--- src/rtl/cfg_mem_arbiter.sv ---
// cfg_mem_arbiter
//   Shares the single-port configuration memory between NREQ requesters
//   (index 0 is the user control unit). Each transaction runs a fixed
//   IDLE -> ACCESS -> ACK sequence. Requesters win in round-robin order.
//   While wr_lock is high, only requester 0 may write. A rejected write never
//   strobes the memory and completes with err.
//
// Ports
//   clk, arst          clock (rising edge), synchronous active-high reset
//   req, req_we        per-requester request level and write/read select
//   req_addr           flattened addresses, requester i at [i*AW +: AW]
//   req_wdata          flattened write data, requester i at [i*DW +: DW]
//   wr_lock            1 = only requester 0 may write
//   gnt                one-hot grant, held through ACCESS and ACK
//   ack, err           one-cycle completion pulse and rejection flag
//   rdata              read data, valid with ack, held until the next read
//   mem_en, mem_we     memory strobe and write enable
//   mem_addr/mem_wdata memory address and write data
//   mem_rdata          memory read data, valid while the address is presented
//   dbg_state          00 IDLE, 01 ACCESS, 10 ACK
module cfg_mem_arbiter #(
  parameter int NREQ = 3,
  parameter int DW   = 35,
  parameter int AW   = 4
) (
  input  logic              clk,
  input  logic              arst,
  input  logic [NREQ-1:0]   req,
  input  logic [NREQ-1:0]   req_we,
  input  logic [NREQ*AW-1:0] req_addr,
  input  logic [NREQ*DW-1:0] req_wdata,
  input  logic              wr_lock,
  output logic [NREQ-1:0]   gnt,
  output logic [NREQ-1:0]   ack,
  output logic              err,
  output logic [DW-1:0]     rdata,
  output logic              mem_en,
  output logic              mem_we,
  output logic [AW-1:0]     mem_addr,
  output logic [DW-1:0]     mem_wdata,
  input  logic [DW-1:0]     mem_rdata,
  output logic [1:0]        dbg_state
);

  localparam int LW = $clog2(NREQ);

  typedef enum logic [1:0] {
    ST_IDLE   = 2'b00,
    ST_ACCESS = 2'b01,
    ST_ACK    = 2'b10
  } state_t;

  state_t          state, state_next;
  logic [LW-1:0]   last;
  logic [LW-1:0]   cur;
  logic [LW-1:0]   winner;
  logic            found;
  logic [LW:0]     pos;
  logic            sel_we;
  logic [AW-1:0]   sel_addr;
  logic [DW-1:0]   sel_wdata;
  logic            reject;
  logic            reject_q;
  logic            mem_en_q;

  // Round-robin pick: scan last+1, last+2, ... wrapping at NREQ.
  always_comb begin
    found  = 1'b0;
    winner = '0;
    pos    = '0;
    for (int k = 1; k <= NREQ; k++) begin
      pos = {1'b0, last} + (LW+1)'(k);
      if (pos >= (LW+1)'(NREQ)) pos = pos - (LW+1)'(NREQ);
      if (!found && req[pos[LW-1:0]]) begin
        found  = 1'b1;
        winner = pos[LW-1:0];
      end
    end
  end

  // Select the winner's fields. A write is rejected if it comes from
  // anyone but requester 0 while the lock is up at grant time.
  always_comb begin
    sel_we    = 1'b0;
    sel_addr  = '0;
    sel_wdata = '0;
    for (int i = 0; i < NREQ; i++) begin
      if (winner == LW'(i)) begin
        sel_we    = req_we[i];
        sel_addr  = req_addr[i*AW +: AW];
        sel_wdata = req_wdata[i*DW +: DW];
      end
    end
    reject = sel_we && wr_lock && (winner != '0);
  end

  always_comb begin
    state_next = state;
    case (state)
      ST_IDLE:   if (found) state_next = ST_ACCESS;
      ST_ACCESS: state_next = ST_ACK;
      ST_ACK:    state_next = ST_IDLE;
      default:   state_next = ST_IDLE;
    endcase
  end

  always_ff @(posedge clk) begin
    if (arst) state <= ST_IDLE;
    else      state <= state_next;
  end

  // Datapath. All inputs are captured only at the grant edge, so a granted
  // transaction finishes with its original fields whatever the requester does.
  always_ff @(posedge clk) begin
    if (arst) begin
      gnt       <= '0;
      ack       <= '0;
      err       <= 1'b0;
      rdata     <= '0;
      mem_en_q  <= 1'b0;
      mem_we    <= 1'b0;
      mem_addr  <= '0;
      mem_wdata <= '0;
      reject_q  <= 1'b0;
      cur       <= '0;
      last      <= LW'(NREQ-1);
    end else begin
      case (state)
        ST_IDLE: begin
          if (found) begin
            gnt       <= {{(NREQ-1){1'b0}}, 1'b1} << winner;
            cur       <= winner;
            mem_en_q  <= !reject;
            mem_we    <= sel_we;
            mem_addr  <= sel_addr;
            mem_wdata <= sel_wdata;
            reject_q  <= reject;
          end
        end
        ST_ACCESS: begin
          mem_en_q <= 1'b0;
          mem_we   <= 1'b0;
          ack      <= gnt;
          err      <= reject_q;
          if (!mem_we) rdata <= mem_rdata;
        end
        ST_ACK: begin
          ack  <= '0;
          err  <= 1'b0;
          gnt  <= '0;
          last <= cur;
        end
        default: ;
      endcase
    end
  end

  // The strobe is gated by reset, so a write still pending when reset
  // arrives never reaches the memory on that edge.
  assign mem_en    = mem_en_q & ~arst;
  assign dbg_state = state;

endmodule

--- config.mk ---
export PLATFORM = sky130hd
export DESIGN_NAME = cfg_mem_arbiter
export DESIGN_NICKNAME = d
export VERILOG_FILES = /design/src/rtl/cfg_mem_arbiter.sv
export SDC_FILE = /design/constraint.sdc
export NUM_CORES = 1
export LEC_CHECK = 0
export BUFFER_PORTS_ARGS = -buffer_cell sky130_fd_sc_hd__buf_2
export CORE_ASPECT_RATIO = 0.5
export CORE_MARGIN = 2
export CORE_UTILIZATION = 25
export DETAILED_ROUTE_END_ITERATION = 16
export PLACE_DENSITY_LB_ADDON = 0.05
export RECOVER_POWER = 25
export SYNTH_ARGS = -nofsm -noshare
export SYNTH_HDL_FRONTEND = slang
export SYNTH_SLANG_ARGS = --single-unit
--- constraint.sdc ---
create_clock -name clk -period 2.59 [get_ports clk]
set_input_delay 0.259 -clock clk [delete_from_list [all_inputs] [get_ports clk]]
set_output_delay 0.259 -clock clk [all_outputs]
set_load 0.02 [all_outputs]
-- Word-level counts from Yosys, hierarchy flattened
Index checks and enable logic that the tools add are counted.
Widths: inputs -> output; s select.
- bits in registers: 90
- bits in latches: 0
- memory bits (writable): 0
- bits in read-only memories: 0
- input bits: 161
- output and inout bits: 85
- word-level logic and storage cells: 84
- memories: 0
- add/sub/neg operators: 6
- multiply operators: 0
- divide/modulo/power cells: 0
- order comparisons: 6
- eq/ne operators: 5
- shifts and indexed selects: 1
- muxes and demuxes: 34
- bitwise logic cells: 3
- reductions and logical operators: 17
- operators by type and width (kind ; count):
    $mux 35 ; 3
    $mux 2 ; 7
    $mux 4 ; 3
    $pmux 3 s2 ; 2
    $mux 1 ; 11
    $ge 3x2->1 const B ; 3
    $lt 2x3->1 const B ; 3
    $reduce_and 2->1 ; 4
    $reduce_bool 2->1 ; 4
    $add 2x2->3 const B ; 2
    $bmux 1 s2 ; 3
    $pmux 1 s2 ; 3
    $sub 2x2->2 const B ; 3
    $eq 2x1->1 const B ; 2
    $eq 2x2->1 const B ; 2
    $logic_and 1x1->1 ; 4
    $logic_not 2->1 ; 2
    $pmux 2 s2 ; 1
    $add 2x1->3 const B ; 1
    $logic_not 1->1 ; 3
    $mux 3 ; 1
    $shl 1x2->3 const A ; 1
    $ne 2x2->1 const B ; 1
    $not 1->1 ; 2
    $and 1x1->1 ; 1

-- Logic depth before layout (Yosys ltp)
- word-level depth: 21
- depth in mapped cells: 11
- gate-level depth less buffers: 7

-- Worst setup path before layout
OpenSTA, ideal clock, no wires.
- path kind: register to register
- from: reg last[0]
- to: reg mem_wdata[10]
- arrival: 2.243 ns
- setup slack: 0.218 ns
- stages on the path, launching flop included: 11
- path buffers: 3
- cells stage by stage: dfxtp_1 -> buf_2 -> inv_1 -> ha_1 -> buf_6 -> and3_1 -> and3b_4 -> nor3_4 -> buf_6 -> mux2i_1 -> o221ai_2
- longest elaborated chain between the ends: 16
- ends and longest elaborated chain (element ; line ; RTL):
    from (decl) ; 54 ; logic [LW-1:0] last;
    from (signal assigned) ; 126 ; last <= LW'(NREQ-1);
    from (signal assigned) ; 151 ; last <= cur;
    $add 2x1->3 ; 72 ; pos = {1'b0, last} + (LW+1)'(k);
    $ge 3x2->1 / $sub 2x2->2 (equally long branches) ; 73 ; if (pos >= (LW+1)'(NREQ)) pos = pos - (LW+1)'(NREQ);
    $mux 2 ; 73 ;
    $bmux 1 s2 ; 74 ; if (!found && req[pos[LW-1:0]]) begin
    $mux 1 (implied by the code) ; 74 ;
    $mux 1 ; 74 ;
    $logic_not 1->1 ; 74 ;
    $logic_and 1x1->1 ; 74 ;
    $mux 1 ; 74 ;
    $logic_not 1->1 ; 74 ;
    $logic_and 1x1->1 ; 74 ;
    $mux 2 ; 74 ;
    $logic_not 2->1 ; 88 ; if (winner == LW'(i)) begin
    $mux 35 (3 in series) ; 88 ;
    to (signal assigned) ; 136 ; mem_wdata <= sel_wdata;
    to (decl) ; 40 ; output logic [DW-1:0] mem_wdata,
Several ways; a longest one is shown, not always the timed one. The select of a mux whose other input is x is not followed.
A chain may end at the register's enable or synchronous reset.

-- Worst setup path in the final report
- from: reg last[0]
- to: reg mem_wdata[14]
The elaborated chain is that of the path after synthesis.

==> flow_summary.toml <==
[logic_synthesis]
ys_async_sr_fraction_pct = 0
synth.most_common_cell = "nand2_1"
ys_top_cells_by_count = "nand2_1, dfxtp_1, a21oi_1, mux2i_1"
ys.flop_type = "dfxtp_1"
synthesis.nets = 667
synth_top_cell_area_share_pct = 41.1
synth_area_per_cell_um2 = 8.77
synth_edf_count = 0
ys_warn_count = 0
syn_inst = 500
synth_area_leader_cell = "dfxtp_1"
synth.area.top_cells = "dfxtp_1, nand2_1, mux2i_1"
synthDistinctLibCells = 56
syn_area_um2 = 4390
seq_area_frac_synth_pct = 41.1
yosys_register_bits = 90

[detailed_routing]
first_iter_violations = 119
post_drt_wl_per_cell_um = 15.0
route.detailed.drc = 0
drt-pass1-iter-count = 5
vias = 4415
viasPerCell = 4.53
wl_um = 14600
antenna_left = 0

[cts]
cts_buffer_depth = 2
cts_buffers = 9
clk_latency_ns = 0.34
h-tree-depth = 3
postCtsSetupBuffers = 0
cts.sinks = 90
path_clk_slew_ns = 0.07
cts_root_buf = "clkbuf_16"
cts_tree = "built"

[final_layout]
final_net_count = 902
syn2layout_area_growth_pct = 41.7
fill_cells = 1893
drive_gt1_share_pct = 36.1

[sta]
fin_ws_ns = 0.230
grt_setup_unrepaired = "no"
drv_slew = 0
period_share_pct = 91.1
worst_slew_pin_slew_ns = 0.679
hold_viol_final = 0
fmax_mhz = 424
slew_headroom_pct = 54.7
skew_ns = 0.00635
setup_viol = 0
finalCriticalPeriod_ns = 2.36
tns_ns = 0

[global_route]
antenna_found_initial = 1
grt_pass1_vias = 4265
grt_start_max_net_pins = 45
grt_pass1_wl_um = 22200
grt_overflow = 0
grtUsageTotal_pct = 15.2

[die]
chipHeight_um = 97.7
io-pin-count = 246
core_area_um2 = 17300
rows = 34
dieArea_um2 = 18700
die_x_um = 191
initial_core_util_pct = 25.4

[pwr]
p_clk_share_pct = 31.4
power.internal_mw = 3.02
sw_frac_of_total_pct = 34.4
p_leak_nw = 2.81
powerDensity_nw_per_um2 = 741
ir_drop_mv = 0.350
power_frac_seq_pct = 36.7
p_switching_mw = 1.58
power_frac_comb_pct = 31.9

[worst_setup_path]
arrival_ns = 2.58
endpoint_kind = "flip-flop"
r2r_cells = 8
startpoint_type = "flip-flop"
critPathMaxFanout = 19
required_ns = 2.81
critical_path_class = "flip-flop to flip-flop"

[place]
hpwl_um = 10400
io_buffer_count = 245
place.gp.congestion = 0.791
post-place-ws_ns = 0.150

[flow_run]
drv_cap = 0

[hold_path]
hold_path.class = "input pin to flip-flop"
min_delay_path_depth = 3

[outcome]
status = "finished clean"
flip-flops by register name, indices dropped and copies added (netlist names):
register,cells
mem_wdata,35
rdata,35
mem_addr,4
ack,3
gnt,3
cur,2
dbg_state,2
last,2
err,1
mem_en_q,1
mem_we,1
reject_q,1
final cells by class:
type / instances / area (um^2) / area share (%)
repair buffers: 262 / 1400 / 22.5
multi-input cells: 362 / 2360 / 37.9
well taps: 234 / 293 / 4.71
clock inverters: 5 / 87.6 / 1.41
diodes: 1 / 2.50 / 0.0403
clock buffers: 10 / 239 / 3.85
flip-flops and latches: 90 / 1800 / 29.0
inverters: 10 / 37.5 / 0.604
logic make-up after synthesis:
kind of cell,synth area share (%)
fa+ha+maj,1.71
flops,41.1
buf+inv,5.79
xor+xnor,0.200
mux,9.81
compound gates,21.3
simple gates,20.1
cell usage in the layout, fill, tap and decap left out, types with 3 or more instances in the layout:
| cell | count |
|---|---|
| mux2i_1 | 43 |
| dfxtp_1 | 90 |
| clkbuf_1 | 43 |
| clkbuf_16 | 10 |
| a211oi_1 | 3 |
| nand2b_1 | 10 |
| nand2_1 | 152 |
| buf_4 | 9 |
| o221ai_2 | 20 |
| o221ai_1 | 18 |
| buf_12 | 6 |
| nand3_1 | 4 |
| ha_1 | 5 |
| buf_2 | 202 |
| inv_1 | 9 |
| o211ai_1 | 3 |
| a21oi_1 | 42 |
| nor2_1 | 10 |
| nand3b_1 | 4 |
power by group through the flow:
| stage | sequential (mW) | combinational (mW) | clock, mW |
|---|---|---|---|
| final | 1.69 | 1.47 | 1.45 |
| after global routing | 1.72 | 1.61 | 1.55 |
| after CTS | 1.69 | 1.51 | 1.51 |
| after detailed placement | 1.72 | 1.51 | 0 |
| after global placement | 1.72 | 1.51 | 0 |
| after floorplan | 1.95 | 0.702 | 0 |
routing by layer:
| layer | track usage (%) | wire length [um] | up-vias | part of all wire, % |
|---|---|---|---|---|
| li1 | - | - | 2234 | - |
| met1 | 19.1 | 6700 | 2021 | 46 |
| met2 | 24.5 | 6620 | 140 | 45 |
| met3 | 5.85 | 1050 | 18 | 7.2 |
| met4 | 3.61 | 178 | 2 | 1.2 |
| met5 | 0 | 13 | - | 0.089 |
final timing paths:
path | startpoint | to | slack [ns]
hold / removal | req_wdata[82] | mem_wdata[12] | 0.11
setup reg to reg | last[0] | mem_wdata[14] | 0.23
hold reg to reg | rdata[2] | rdata[2] | 0.45
setup / recovery | last[0] | mem_wdata[14] | 0.23
critical path: stages, from the launching register on:
cell and delay, ns:
dfxtp_1 0.33, inv_1 0.08, ha_2 0.39, and3_1 0.23
and3b_4 0.21, nor3_4 0.29, buf_6 0.32, mux2i_1 0.27
o221ai_2 0.12
repair_timing:
| item | CTS | global route |
|---|---|---|
| setup endpoints to repair | 0 | 17 |
| resized for setup | 0 | 2 |
| hold buffers | 0 | 0 |
metrics by stage:
stage | std cells | total power [mW] | instance area [um^2] | hold slack [ns] | utilization (%)
3_3_place_gp | 957 | 3.23 | 5920 | 0.439 | 34.3
5_1_grt | 973 | 4.89 | 6210 | 0.108 | 36.0
2_1_floorplan | 500 | 2.65 | 4390 | 0.375 | -
6_report | 974 | 4.61 | 6210 | 0.108 | 36.0
4_1_cts | 972 | 4.72 | 6250 | 0.0925 | 36.2
3_5_place_dp | 957 | 3.23 | 5920 | 0.445 | 34.3
Note: power is estimated with default switching activity, not from simulation.
